<file path="src/rtl/vga_fb_arbiter_if.sv">
// vga_fb_arbiter_if: bundles the scan-out pixel address/data, CPU bus and
// framebuffer RAM signals of vga_fb_arbiter into one port.
// Ports (slave = arbiter side):
//   in : h_addr, v_addr, cpu_req, cpu_we, cpu_addr, cpu_wdata, cpu_wstrb, ram_rdata
//   out: vga_data, cpu_gnt, cpu_rvalid, cpu_rdata, wfifo_cnt,
//        ram_en, ram_we, ram_addr, ram_wdata
// The master modport is the mirror image, for whatever drives the arbiter.
interface vga_fb_arbiter_if #(
    parameter int ADDR_W  = 19,
    parameter int WFIFO_D = 4
);
    localparam int CNT_W = $clog2(WFIFO_D) + 1;

    // Scan-out side
    logic [9:0]        h_addr;
    logic [9:0]        v_addr;
    logic [31:0]       vga_data;

    // CPU bus side
    logic              cpu_req;
    logic              cpu_we;
    logic [ADDR_W-1:0] cpu_addr;
    logic [31:0]       cpu_wdata;
    logic [3:0]        cpu_wstrb;
    logic              cpu_gnt;
    logic              cpu_rvalid;
    logic [31:0]       cpu_rdata;
    logic [CNT_W-1:0]  wfifo_cnt;

    // Framebuffer RAM side
    logic              ram_en;
    logic [3:0]        ram_we;
    logic [ADDR_W-1:0] ram_addr;
    logic [31:0]       ram_wdata;
    logic [31:0]       ram_rdata;

    modport slave (
        input  h_addr, v_addr,
        input  cpu_req, cpu_we, cpu_addr, cpu_wdata, cpu_wstrb,
        input  ram_rdata,
        output vga_data,
        output cpu_gnt, cpu_rvalid, cpu_rdata, wfifo_cnt,
        output ram_en, ram_we, ram_addr, ram_wdata
    );

    modport master (
        output h_addr, v_addr,
        output cpu_req, cpu_we, cpu_addr, cpu_wdata, cpu_wstrb,
        output ram_rdata,
        input  vga_data,
        input  cpu_gnt, cpu_rvalid, cpu_rdata, wfifo_cnt,
        input  ram_en, ram_we, ram_addr, ram_wdata
    );
endinterface

</file>
<file path="src/rtl/vga_fb_arbiter.sv">
// fb_sync_fifo: generic synchronous FIFO with registered occupancy count.
// Latency: a pushed entry is visible at head_dat_o the cycle after the push.
// Backpressure: push ignored when full, pop ignored when empty; caller uses cnt_o.
// Ports: clk, rst_n (async, active-low), push_vld_i/push_dat_i, pop_i,
//        head_dat_o (oldest entry), cnt_o (entries held).
module fb_sync_fifo #(
    parameter int W     = 8,
    parameter int DEPTH = 4
) (
    input  logic                   clk,
    input  logic                   rst_n,
    input  logic                   push_vld_i,
    input  logic [W-1:0]           push_dat_i,
    input  logic                   pop_i,
    output logic [W-1:0]           head_dat_o,
    output logic [$clog2(DEPTH):0] cnt_o
);
    localparam int PTR_W = $clog2(DEPTH);
    localparam int CNT_W = PTR_W + 1;

    logic [W-1:0]     mem_q [DEPTH];
    logic [PTR_W-1:0] wr_ptr_q, wr_ptr_d;
    logic [PTR_W-1:0] rd_ptr_q, rd_ptr_d;
    logic [CNT_W-1:0] cnt_q, cnt_d;
    logic             push_ok;
    logic             pop_ok;

    assign push_ok = push_vld_i & (cnt_q != CNT_W'(DEPTH));
    assign pop_ok  = pop_i & (cnt_q != '0);

    // DEPTH is a power of two, so the pointers wrap on their own.
    always_comb begin
        wr_ptr_d = wr_ptr_q;
        rd_ptr_d = rd_ptr_q;
        cnt_d    = cnt_q;
        if (push_ok) begin
            wr_ptr_d = wr_ptr_q + PTR_W'(1);
        end
        if (pop_ok) begin
            rd_ptr_d = rd_ptr_q + PTR_W'(1);
        end
        case ({push_ok, pop_ok})
            2'b10:   cnt_d = cnt_q + CNT_W'(1);
            2'b01:   cnt_d = cnt_q - CNT_W'(1);
            default: cnt_d = cnt_q;
        endcase
    end

    always_ff @(posedge clk or negedge rst_n) begin
        if (!rst_n) begin
            wr_ptr_q <= '0;
            rd_ptr_q <= '0;
            cnt_q    <= '0;
        end else begin
            wr_ptr_q <= wr_ptr_d;
            rd_ptr_q <= rd_ptr_d;
            cnt_q    <= cnt_d;
        end
    end

    // Storage needs no reset: only entries counted by cnt_q are ever read.
    always_ff @(posedge clk) begin
        if (push_ok) begin
            mem_q[wr_ptr_q] <= push_dat_i;
        end
    end

    assign head_dat_o = mem_q[rd_ptr_q];
    assign cnt_o      = cnt_q;
endmodule

// vga_fb_arbiter: shares one single-port sync framebuffer RAM between scan-out and CPU.
// Latency: scan-out pixel 1 cycle after its fetch; CPU read data 1 cycle after gnt.
// Backpressure: CPU writes posted into a WFIFO_D FIFO (gnt=0 when full); reads wait for blanking.
// Ports: pclk, reset (async, active-low), bus (vga_fb_arbiter_if.slave):
//   h_addr/v_addr -> vga_data        next pixel position in, pixel word out
//   cpu_req/we/addr/wdata/wstrb      CPU request held until cpu_gnt
//   cpu_gnt/rvalid/rdata, wfifo_cnt  CPU accept, read return, posted writes pending
//   ram_en/we/addr/wdata, ram_rdata  framebuffer RAM port
module vga_fb_arbiter #(
    parameter int H_ACTIVE = 640,
    parameter int V_ACTIVE = 480,
    parameter int ADDR_W   = 19,
    parameter int WFIFO_D  = 4
) (
    input  logic            pclk,
    input  logic            reset,
    vga_fb_arbiter_if.slave bus
);
    localparam int CNT_W = $clog2(WFIFO_D) + 1;

    // One posted CPU write.
    typedef struct packed {
        logic [ADDR_W-1:0] addr;
        logic [31:0]       wdata;
        logic [3:0]        wstrb;
    } wr_ent_t;

    localparam int ENT_W = $bits(wr_ent_t);

    typedef enum logic {
        ST_IDLE    = 1'b0,
        ST_RD_RESP = 1'b1
    } rd_state_e;

    rd_state_e         state_q, state_d;
    logic              vga_slot_dly_q, vga_slot_dly_d;

    logic              vga_slot;
    logic [ADDR_W-1:0] vga_ram_addr;
    wr_ent_t           push_ent;
    wr_ent_t           head_ent;
    logic [ENT_W-1:0]  head_raw;
    logic [CNT_W-1:0]  fifo_cnt;
    logic              fifo_empty;
    logic              fifo_has_room;
    logic              wr_accept;
    logic              fifo_pop;
    logic              rd_issue;

    // ------------------------------------------------------------------
    // Scan-out slot detection. Both coordinates are unsigned 10-bit, so the
    // wrapped values vga_ctrl produces around the line/frame start (e.g. 1023)
    // fall outside the active window. Gated by reset so the RAM stays idle
    // while reset is held, whatever vga_ctrl is presenting.
    // ------------------------------------------------------------------
    assign vga_slot = reset
                    & (bus.h_addr < 10'(H_ACTIVE))
                    & (bus.v_addr < 10'(V_ACTIVE));

    // Linear pixel address, one word per pixel, truncated to the RAM width.
    assign vga_ram_addr = ADDR_W'(32'(bus.v_addr) * 32'(H_ACTIVE) + 32'(bus.h_addr));

    // ------------------------------------------------------------------
    // Posted-write FIFO. Accept looks only at the registered count, so a
    // full FIFO refuses a write even in a cycle where it is also draining;
    // this keeps cpu_gnt off the vga_slot -> pop path.
    // ------------------------------------------------------------------
    assign push_ent.addr  = bus.cpu_addr;
    assign push_ent.wdata = bus.cpu_wdata;
    assign push_ent.wstrb = bus.cpu_wstrb;

    assign fifo_has_room = (fifo_cnt < CNT_W'(WFIFO_D));
    assign fifo_empty    = (fifo_cnt == '0);
    assign wr_accept     = reset & bus.cpu_req & bus.cpu_we & fifo_has_room;

    // Drain only in cycles the scan-out does not need the RAM.
    assign fifo_pop = reset & ~vga_slot & ~fifo_empty;

    fb_sync_fifo #(
        .W     (ENT_W),
        .DEPTH (WFIFO_D)
    ) u_wfifo (
        .clk        (pclk),
        .rst_n      (reset),
        .push_vld_i (wr_accept),
        .push_dat_i (push_ent),
        .pop_i      (fifo_pop),
        .head_dat_o (head_raw),
        .cnt_o      (fifo_cnt)
    );

    assign head_ent      = wr_ent_t'(head_raw);
    assign bus.wfifo_cnt = fifo_cnt;

    // ------------------------------------------------------------------
    // Read issue. Waiting for an empty FIFO makes every read observe all
    // earlier posted writes; only one read may be outstanding at a time.
    // ------------------------------------------------------------------
    assign rd_issue = reset & ~vga_slot & fifo_empty & (state_q == ST_IDLE)
                    & bus.cpu_req & ~bus.cpu_we;

    assign bus.cpu_gnt = wr_accept | rd_issue;

    // ------------------------------------------------------------------
    // RAM port owner, highest priority first: scan-out, FIFO drain, CPU read.
    // ------------------------------------------------------------------
    always_comb begin
        bus.ram_en    = 1'b0;
        bus.ram_we    = 4'b0000;
        bus.ram_addr  = '0;
        bus.ram_wdata = '0;
        if (vga_slot) begin
            bus.ram_en   = 1'b1;
            bus.ram_addr = vga_ram_addr;
        end else if (fifo_pop) begin
            bus.ram_en    = 1'b1;
            bus.ram_we    = head_ent.wstrb;
            bus.ram_addr  = head_ent.addr;
            bus.ram_wdata = head_ent.wdata;
        end else if (rd_issue) begin
            bus.ram_en   = 1'b1;
            bus.ram_addr = bus.cpu_addr;
        end
    end

    // ------------------------------------------------------------------
    // Scan-out return path: the sync RAM answers one cycle after the fetch,
    // so remember whether last cycle was a scan-out fetch.
    // ------------------------------------------------------------------
    assign vga_slot_dly_d = vga_slot;
    assign bus.vga_data   = vga_slot_dly_q ? bus.ram_rdata : 32'h0;

    // ------------------------------------------------------------------
    // Read-response FSM.
    // ------------------------------------------------------------------
    always_ff @(posedge pclk or negedge reset) begin
        if (!reset) begin
            state_q        <= ST_IDLE;
            vga_slot_dly_q <= 1'b0;
        end else begin
            state_q        <= state_d;
            vga_slot_dly_q <= vga_slot_dly_d;
        end
    end

    always_comb begin
        state_d        = state_q;
        bus.cpu_rvalid = 1'b0;
        bus.cpu_rdata  = 32'h0;
        case (state_q)
            ST_IDLE: begin
                if (rd_issue) begin
                    state_d = ST_RD_RESP;
                end
            end
            ST_RD_RESP: begin
                // RAM data for the read issued last cycle is on ram_rdata now.
                bus.cpu_rvalid = 1'b1;
                bus.cpu_rdata  = bus.ram_rdata;
                state_d        = ST_IDLE;
            end
            default: state_d = ST_IDLE;
        endcase
    end
endmodule
</file>
<file path="src/flat_wrapper.sv">
// flat-port wrapper written by rule: the top's interface ports become plain ports
module vga_fb_arbiter_flat 
#(
    parameter int H_ACTIVE = 640,
    parameter int V_ACTIVE = 480,
    parameter int ADDR_W   = 19,
    parameter int WFIFO_D  = 4
)
  (pclk, reset, bus_h_addr, bus_v_addr, bus_cpu_req, bus_cpu_we, bus_cpu_addr, bus_cpu_wdata, bus_cpu_wstrb, bus_ram_rdata, bus_vga_data, bus_cpu_gnt, bus_cpu_rvalid, bus_cpu_rdata, bus_wfifo_cnt, bus_ram_en, bus_ram_we, bus_ram_addr, bus_ram_wdata);
  vga_fb_arbiter_if #(.ADDR_W(ADDR_W), .WFIFO_D(WFIFO_D)) bus_i ();
  input  logic pclk;
  input  logic reset;
  input wire logic [$bits(bus_i.h_addr)-1:0] bus_h_addr;
  input wire logic [$bits(bus_i.v_addr)-1:0] bus_v_addr;
  input wire logic [$bits(bus_i.cpu_req)-1:0] bus_cpu_req;
  input wire logic [$bits(bus_i.cpu_we)-1:0] bus_cpu_we;
  input wire logic [$bits(bus_i.cpu_addr)-1:0] bus_cpu_addr;
  input wire logic [$bits(bus_i.cpu_wdata)-1:0] bus_cpu_wdata;
  input wire logic [$bits(bus_i.cpu_wstrb)-1:0] bus_cpu_wstrb;
  input wire logic [$bits(bus_i.ram_rdata)-1:0] bus_ram_rdata;
  output wire logic [$bits(bus_i.vga_data)-1:0] bus_vga_data;
  output wire logic [$bits(bus_i.cpu_gnt)-1:0] bus_cpu_gnt;
  output wire logic [$bits(bus_i.cpu_rvalid)-1:0] bus_cpu_rvalid;
  output wire logic [$bits(bus_i.cpu_rdata)-1:0] bus_cpu_rdata;
  output wire logic [$bits(bus_i.wfifo_cnt)-1:0] bus_wfifo_cnt;
  output wire logic [$bits(bus_i.ram_en)-1:0] bus_ram_en;
  output wire logic [$bits(bus_i.ram_we)-1:0] bus_ram_we;
  output wire logic [$bits(bus_i.ram_addr)-1:0] bus_ram_addr;
  output wire logic [$bits(bus_i.ram_wdata)-1:0] bus_ram_wdata;
  assign bus_i.h_addr = bus_h_addr;
  assign bus_i.v_addr = bus_v_addr;
  assign bus_i.cpu_req = bus_cpu_req;
  assign bus_i.cpu_we = bus_cpu_we;
  assign bus_i.cpu_addr = bus_cpu_addr;
  assign bus_i.cpu_wdata = bus_cpu_wdata;
  assign bus_i.cpu_wstrb = bus_cpu_wstrb;
  assign bus_i.ram_rdata = bus_ram_rdata;
  assign bus_vga_data = bus_i.vga_data;
  assign bus_cpu_gnt = bus_i.cpu_gnt;
  assign bus_cpu_rvalid = bus_i.cpu_rvalid;
  assign bus_cpu_rdata = bus_i.cpu_rdata;
  assign bus_wfifo_cnt = bus_i.wfifo_cnt;
  assign bus_ram_en = bus_i.ram_en;
  assign bus_ram_we = bus_i.ram_we;
  assign bus_ram_addr = bus_i.ram_addr;
  assign bus_ram_wdata = bus_i.ram_wdata;
  vga_fb_arbiter #(.H_ACTIVE(H_ACTIVE), .V_ACTIVE(V_ACTIVE), .ADDR_W(ADDR_W), .WFIFO_D(WFIFO_D)) u_core (.pclk(pclk), .reset(reset), .bus(bus_i));
endmodule
</file>
<file path="config.mk">
export PLATFORM = sky130hd
export DESIGN_NAME = vga_fb_arbiter_flat
export DESIGN_NICKNAME = d
export VERILOG_FILES = /design/src/rtl/vga_fb_arbiter_if.sv /design/src/rtl/vga_fb_arbiter.sv /design/src/flat_wrapper.sv
export SDC_FILE = /design/constraint.sdc
export NUM_CORES = 1
export LEC_CHECK = 0
export ABC_CLOCK_PERIOD_IN_PS = 3600
export CAP_MARGIN = 20
export CORE_AREA = 2 2 137 139
export CTS_CLUSTER_SIZE = 24
export DETAILED_ROUTE_END_ITERATION = 8
export DIE_AREA = 0 0 139 141
export DONT_BUFFER_PORTS = 1
export GPL_ROUTABILITY_DRIVEN = 0
export MAX_ROUTING_LAYER = met4
export PLACE_DENSITY_LB_ADDON = 0.05
export SLEW_MARGIN = 30
export SYNTH_ARGS = -nofsm -noshare
export SYNTH_HDL_FRONTEND = slang
export SYNTH_SLANG_ARGS = --single-unit
</file>
<file path="constraint.sdc">
create_clock -name pclk -period 3.6 [get_ports pclk]
set_input_delay 0.72 -clock pclk [delete_from_list [all_inputs] [get_ports pclk]]
set_output_delay 0.72 -clock pclk [all_outputs]
set_load 0.005 [all_outputs]
</file>
# Word level (Yosys, flattened, before mapping)
# Memories as Yosys holds them, arrays and structs flattened.
# Cells that the tools add are included.
word_totals:
  reg_bits: 9
  mem_bits_rw: 220
  in_bits: 111
  output_inout_bits: 125
  mem_count: 1
op_classes:
  addsub: 5
  n_mul: 1
  magnitude_cmp: 3
  eq_ne: 3
  n_mux: 17
  bitwise_logic: 18
  reduce_logical: 3
memory_table:
  columns: ["memory", "depth", "width", "rd", "rd_clocked_by_memory_dff", "wr", "line", "source"]
  rows:
  - ["u_core.u_wfifo.mem_q", 4, 55, 1, 0, 1, "vga_fb_arbiter.sv:21", "logic [W-1:0] mem_q [DEPTH];"]
ops:
  columns: ["cell", "n"]
  rows:
  - ["$mux 32", 4]
  - ["$mux 19", 3]
  - ["$add 19x10->19", 1]
  - ["$and 1x1->1", 13]
  - ["$mul 10x3->12 const B", 1]
  - ["$lt 10x10->1 const B", 1]
  - ["$lt 10x9->1 const B", 1]
  - ["$mux 4", 2]
  - ["$mux 1", 6]
  - ["$pmux 3 s2", 1]
  - ["$add 2x1->2 const B", 2]
  - ["$not 1->1", 4]
  - ["$add 3x1->3 const B", 1]
  - ["$logic_not 3->1", 1]
  - ["$lt 3x3->1 const B", 1]
  - ["$ne 3x3->1 const B", 1]
  - ["$reduce_bool 3->1", 1]
  - ["$sub 3x1->3 const B", 1]
  - ["$eq 2x1->1 const B", 1]
  - ["$eq 2x2->1 const B", 1]
  - ["$pmux 1 s2", 1]
  - ["$reduce_bool 2->1", 1]
  - ["$or 1x1->1", 1]

# Depth between registers and ports, before layout
# Gate-level depths: netlist of run 1.
depth:
  word_depth: 12
  depth_mapped: 10
  ltp_nobuf: 10

# Cells and area by module
# A second synthesis of run 1 with hierarchy kept.
unflattened:
  hier_cells: 578
  area_unflattened_um2: 10128.5
modules_own_cells:
  columns: ["mod", "instances", "cells_per_inst", "area_per_inst_um2"]
  rows:
  - ["fb_sync_fifo", 1, 324, 8343.0]
  - ["vga_fb_arbiter", 1, 254, 1785.5]

# Worst setup path after synthesis of run 1
# OpenSTA, ideal clock, no wires.
synth_timing:
  kind: "input port to output port"
  start: "input port bus_v_addr[1]"
  end: "output port bus_ram_addr[18]"
  arrival_ns: 2.806
  slack_ns: 0.074
  stages: 9
  path_buffers: 0
  cell_sequence: "ha_1 > ha_1 > fa_1 > a211oi_2 > nor2_1 > o311ai_2 > o2111ai_1 > xor2_1 > o21ai_1"
synth_via:
  elab_chain_len: 11
  word_cells_on_any_way: 14
synth_lines:
  columns: ["element", "line", "source"]
  rows:
  - ["start: declaration", "flat_wrapper.sv:14", "input wire logic [$bits(bus_i.v_addr)-1:0] bus_v_addr;"]
  - ["parallel branches: the longest is 10 deep, another holds $add 19x10->19", null, null]
  - ["$mux 19 *", "vga_fb_arbiter.sv:183", "if (vga_slot) begin"]
  - ["end: declaration", "flat_wrapper.sv:28", "output wire logic [$bits(bus_i.ram_addr)-1:0] bus_ram_addr;"]
# Every way passes the cells marked *.

# Final worst setup path of run 1
layout_timing:
  start: "input port bus_v_addr[3]"
  end: "output port bus_ram_addr[18]"
# Same word-level chain as after synthesis.

==> run metrics, run 1 <==
status complete, no violations; clock skew 0.0106 ns; number of clock sinks 229; I/O Buffers 0; Mapped Cells 582; crit end category output port; CTS buffer count 24; Crit path depth 9; DRT iter0 DRCs approximately 320; Slew HR 42.9%; clock-pin slew on the worst setup and hold paths 0.06 ns; io pins 236; fin crit period 3.52 ns; Area Overhead vs Synth 12.4%; Final Cycle Share 97.7%; initial antenna violation count 2; setup violators final 0; final WL 22200 µm; TNS Setup 0 ns; area share of the largest cell type after synthesis 65.3%; die height 141 µm; Core Region 18300 µm²; ys flop type edfxtp_1; DIE AREA a little under 20000 µm²; Worst Setup Start Kind input port; Mean Syn Cell Area between 15 and 20 µm²; synthesized cell area 10100 µm²; final core occ between 60% and 70%; GRT Overall Usage a little under a quarter; Crit path top cell by count ha_4; post-DR vias/cell 6.20; Setup CP Type in -> out; FF-to-FF path depth 7; asr flop ratio synth 3.93%; Lkg Pwr ~4 nW; top post-synthesis cells by area edfxtp_1, mux4_2, and2_1; number of global-route vias before repair between 5000 and 6000; RSZ-0062 raised after global routing true; pwr/cell area 630 nW/µm²; Distinct cells, synth 50; worst hold path type in -> reg; family with the most delay on the worst path compound AO/OA/AOI/OAI gates; Hold Vio Cnt, Final 0; peak supply drop 0.520 mV; biggest area consumer among synthesized cells edfxtp_1; most frequent cells in the layout edfxtp_1, and2_1, mux4_2; clk buf depth 3; DP Worst Slack -0.0867 ns; layout net count 748; f_max 0.284 GHz; multi-input logic area 3180 µm²; commonest non-fill, non-tap cell in the layout edfxtp_1; first-pass GRT wire length 33700 µm; Worst Path Required around 2.9 ns; critical path data arrival time ~2.8 ns; Worst path slowest cell fa_2; initial core utilization 55.4%; storage element area 6840 µm²; register area share after synthesis 67.5%; die width 139 µm; CTS tree built; Post-synth EDFFs 220; largest net degree at the start of global routing 34; row count 50; FF-to-FF setup slack 1.24 ns; Mapped Nets 720; post-route worst setup slack 0.0844 ns; hold path depth 0; vias 5351; YS warnings 0; Max Slew Vio Count 0; Pre-antenna DRT Iters 5; layout cells sized above 1 22.2%; crit-path cells ha_4 > ha_4 > fa_2 > a211oi_4 > nor2_4 > o311ai_4 > o2111ai_2 > xor2_1 > o21ai_1; slowest cell delay on critical path 0.44 ns; number of routed nets with antenna violations 0; MaxCap Viol Count 0; gr ovfl total 0; # DRC 0; Clock Tree Root clkbuf_16; CP Buf/Inv Count 0; Final HPWL DP 15400 µm; Fillers 1320; Max H-tree Level 1; number of synthesized register bits between 200 and 250; WL/cell 25.7 µm; clk_lat worst skew ~0.5 ns; Critical Path Fanout Max 3; Tightest Pin Transition 0.857 ns
## cells in the mapped netlist (2+ instances only)
library cell / n
o21ai_0: 14
nor2_1: 9
nand4_1: 4
edfxtp_1: 220
dfrtp_1: 9
a21o_1: 3
o2111ai_1: 2
a211o_1: 2
a211oi_1: 3
nand2_1: 6
clkbuf_1: 18
buf_2: 8
ha_1: 24
or3_1: 2
mux4_2: 55
nor2b_1: 2
a21oi_1: 6
and3_1: 6
buf_1: 2
xor2_1: 10
a22oi_1: 8
nor4_1: 2
xnor2_1: 6
fa_1: 3
a222oi_1: 8
o22ai_1: 2
o21ai_1: 2
or2_2: 2
a221oi_1: 4
inv_1: 21
and2_1: 100
## final cells by class
cell class              instances  share of cell area, %
clock buffers                  29                   5.63
repair buffers                 30                   2.44
inverters                      21                  0.693
multi-input cells             304                   27.9
flip-flops and latches        229                   60.1
diodes                          3                 0.0660
well taps                     234                   2.57
clock inverters                13                  0.572
## per-stage QoR
step	power [mW]	std cells	area [µm²]	hold WS (ns)
global route	7.51	863	11400	0.280
detailed placement	5.03	816	10600	0.425
CTS	7.25	860	11300	0.284
global placement	5.01	816	10600	0.425
finish	7.17	863	11400	0.305
floorplan	4.56	582	10100	0.424
## flip-flops by register name, summed over array words and instances, names as in the netlist
name                     count
u_core.state_q               1
u_core.vga_slot_dly_q        1
u_core.u_wfifo.wr_ptr_q      2
u_core.u_wfifo.cnt_o         3
u_core.u_wfifo.mem_q       220
u_core.u_wfifo.rd_ptr_q      2
## repair_timing
action / CTS / global route
hold buffers: 1 / 0
endpoints found under the setup margin: 4 / 5
resized for setup: 5 / 9
endpoints found under the hold margin: 9 / 0
buffers inserted: 1 / 0
pin swaps: 4 / 11
## kinds of logic after synthesis
kind of cell               share of synthesized area, %
and+or+nand+nor                                    8.57
DFF                                                67.5
muxes                                              12.3
adders and majority gates                          3.56
xor gates and xnor gates                           1.54
AOI/OAI and AO/OA                                  4.60
buffers and inverters                              1.92
## power by group
part	switching, mW	internal (mW)
sequential	0.193	3.07
combinational	0.805	0.901
clock	0.944	1.26
## metal layers
| metal | GRT usage, % | share of wire [%] |
|---|---|---|
| met2 | 40.8 | 54 |
| met3 | 6.22 | 7.7 |
| met4 | 7.44 | 2.9 |
| met1 | 26.6 | 36 |
| met5 | - | 0 |
## path summary, 6_finish.rpt
kind                                         startpoint                          end
max in group asynchronous                         reset   u_core.u_wfifo.rd_ptr_q[0]
worst min register to register  u_core.u_wfifo.cnt_o[2]      u_core.u_wfifo.cnt_o[2]
worst max register to register  u_core.u_wfifo.cnt_o[0]      u_core.u_wfifo.cnt_o[2]
min in group asynchronous                         reset   u_core.u_wfifo.wr_ptr_q[1]
worst min-delay path                  bus_cpu_wdata[19]  u_core.u_wfifo.mem_q[1][23]
worst max-delay path                      bus_v_addr[3]             bus_ram_addr[18]
Note: power is estimated with default switching activity, not from simulation.
==> run 2, diff against run 1 <==
--- a/config.mk
+++ b/config.mk
@@ -8,13 +8,13 @@
 export ABC_CLOCK_PERIOD_IN_PS = 3600
 export CAP_MARGIN = 20
 export CORE_AREA = 2 2 137 139
-export CTS_CLUSTER_SIZE = 24
 export DETAILED_ROUTE_END_ITERATION = 8
 export DIE_AREA = 0 0 139 141
 export DONT_BUFFER_PORTS = 1
 export GPL_ROUTABILITY_DRIVEN = 0
 export MAX_ROUTING_LAYER = met4
 export PLACE_DENSITY_LB_ADDON = 0.05
+export RECOVER_POWER = 50
 export SLEW_MARGIN = 30
 export SYNTH_ARGS = -nofsm -noshare
 export SYNTH_HDL_FRONTEND = slang
==> run metrics, run 2 (synthesis gave the netlist of run 1 again) <==
status complete, but fails checks (was complete, no violations); failing checks capacitance limit, slew limit; pwr/cell area 631 nW/µm² (was 630 nW/µm²); critical path data arrival time 2.79 ns (was 2.80 ns); peak supply drop 0.520 mV (about the same); initial core utilization 55.4% (unchanged); clk buf depth 3 (unchanged); Final HPWL DP 15400 µm (unchanged); worst hold path type in -> reg (unchanged); post-DR vias/cell 6.18 (was 6.20); layout cells sized above 1 21.6% (was 22.2%); Worst path slowest cell fa_2 (unchanged); number of global-route vias before repair 5734 (unchanged); worst setup path endpoint bus_ram_addr[18] (unchanged); most frequent cells in the layout edfxtp_1, and2_1, mux4_2 (unchanged); worst reg2reg path endpoint u_core.u_wfifo.cnt_o[2] (unchanged); FF-to-FF setup slack 0.82 ns (was 1.24 ns); clock-pin slew on the worst setup and hold paths 0.06 ns (about the same); Pwr Total 7.17 mW (about the same); family with the most delay on the worst path compound AO/OA/AOI/OAI gates (unchanged); placement-stage cell area 10600 µm² (unchanged); Final Cycle Share 97.6% (was 97.7%); min-delay src bus_cpu_wdata[19] (unchanged); Lkg Pwr 3.87 nW (was 3.88 nW); clock skew 0.00993 ns (was 0.0106 ns); die width 139 µm (unchanged); Finished Cell Area 11400 µm² (about the same); slowest cell delay on critical path 0.44 ns (about the same); max reg flops 220 (unchanged); FF-to-FF path depth 7 (unchanged); Hold Vio Cnt, Final 0 (unchanged); GRT Overall Usage 23.4% (unchanged); crit end category output port (unchanged); largest net degree at the start of global routing 34 (unchanged); gr ovfl total 0 (unchanged); Setup CP Type in -> out (unchanged); crit path from bus_v_addr[3] (unchanged); Crit path top cell by count ha_4 (unchanged); RSZ-0062 raised after global routing true (unchanged); MaxCap Viol Count 2 (was 0); f_max 0.285 GHz (was 0.284 GHz); Worst Path Required 2.88 ns (about the same); Fillers 1323 (was 1320); number of clock sinks 229 (unchanged); Core Region 18300 µm² (unchanged); number of routed nets with antenna violations 0 (unchanged); TNS Setup 0 ns (unchanged); final core occ 62.2% (was 62.3%); initial antenna violation count 2 (unchanged); Critical Path Fanout Max 3 (unchanged); io pins 236 (unchanged); DIE AREA 19600 µm² (unchanged); first-pass GRT wire length 33700 µm (unchanged); Clock Tree Root clkbuf_16 (unchanged); final hold slack 0.306 ns (was 0.305 ns); CTS tree built (unchanged); Pre-antenna DRT Iters 5 (unchanged); Area Overhead vs Synth 12.3% (was 12.4%); Slew HR -25.6% (was 42.9%); clk_lat worst skew 0.50 ns (about the same); Largest Register u_core.u_wfifo.mem_q (unchanged); I/O Buffers 0 (unchanged); setup violators final 0 (unchanged); final WL 22100 µm (was 22200 µm); die height 141 µm (unchanged); RR Startpoint u_core.u_wfifo.cnt_o[0] (unchanged); fin crit period 3.51 ns (was 3.52 ns); layout net count 748 (unchanged); Max Slew Vio Count 57 (was 0); Max H-tree Level 1 (unchanged); Crit path depth 9 (unchanged); row count 50 (unchanged); Worst Setup Start Kind input port (unchanged); CTS buffer count 24 (unchanged); crit-path cells ha_4 > ha_4 > fa_2 > a211oi_4 > nor2_4 > o311ai_4 > o2111ai_2 > xor2_1 > o21ai_1 (unchanged); Tightest Pin Transition 1.88 ns (was 0.857 ns); # DRC 0 (unchanged); CP Buf/Inv Count 0 (unchanged); vias 5333 (was 5351); DRT iter0 DRCs 362 (was 316); commonest non-fill, non-tap cell in the layout edfxtp_1 (unchanged); WL/cell 25.7 µm (about the same)
-- run 2: changes by cell type in the layout (fill, tap and decap cells not counted) --
| cell | before | now |
|---|---|---|
| o311a_2 | 1 | 0 |
| buf_4 | 25 | 22 |
| clkbuf_1 | 4 | 7 |
| o311a_1 | 0 | 1 |
-- run 2: how the worst min path moves through the flow --
| stage | endpoint | slack, ns | depth (start not counted) |
|---|---|---|---|
| 6_report | u_core.u_wfifo.mem_q[1][23] | 0.31 | 0 |
| 3_5_place_dp | u_core.u_wfifo.cnt_o[1] | 0.43 | 0 |
| 4_1_cts | u_core.u_wfifo.mem_q[2][32] | 0.28 | 0 |
| 3_3_place_gp | u_core.u_wfifo.cnt_o[2] | 0.43 | 0 |
| 5_1_grt | u_core.u_wfifo.mem_q[2][23] | 0.28 | 0 |
| 2_1_floorplan | u_core.state_q | 0.42 | 0 |
-- run 2: where the power goes --
part | internal (mW) | switching, mW | total, mW
registers | 3.07 | 0.192 | 3.26
logic | 0.899 | 0.805 | 1.70
clock network | 1.26 | 0.942 | 2.20
total | 5.23 | 1.94 | 7.17
-- run 2: metrics by stage --
step                worst slack, ns  instances
floorplan                    0.0743        582
global placement           -0.00639        816
detailed placement          -0.0867        816
CTS                         0.00194        860
global route                -0.0174        863
finish                       0.0862        863
-- run 2: final cells by class --
type	instances	area [µm²]	area share (%)
clock buffers	29	641	5.64
well taps	234	293	2.58
repair buffers	30	267	2.34
multi-input cells	304	3180	28.0
inverters	21	78.8	0.694
diodes	3	7.51	0.0661
flip-flops and latches	229	6840	60.1
clock inverters	13	65.1	0.572
-- run 2: routing by layer --
metal	part of all wire (%)	global-route usage, %
met3	7.9	6.22
met2	53	40.8
met4	2.9	7.44
met5	0	-
met1	36	26.6
-- run 2: timing repair --
action / 4_1_cts / 5_1_grt
pin swaps: 4 / 11
setup endpoints to repair: 4 / 5
gates cloned: 0 / 0
hold buffers: 1 / 0
hold endpoints to repair: 9 / 0
gates resized for setup: 5 / 9
setup buffers: 1 / 0
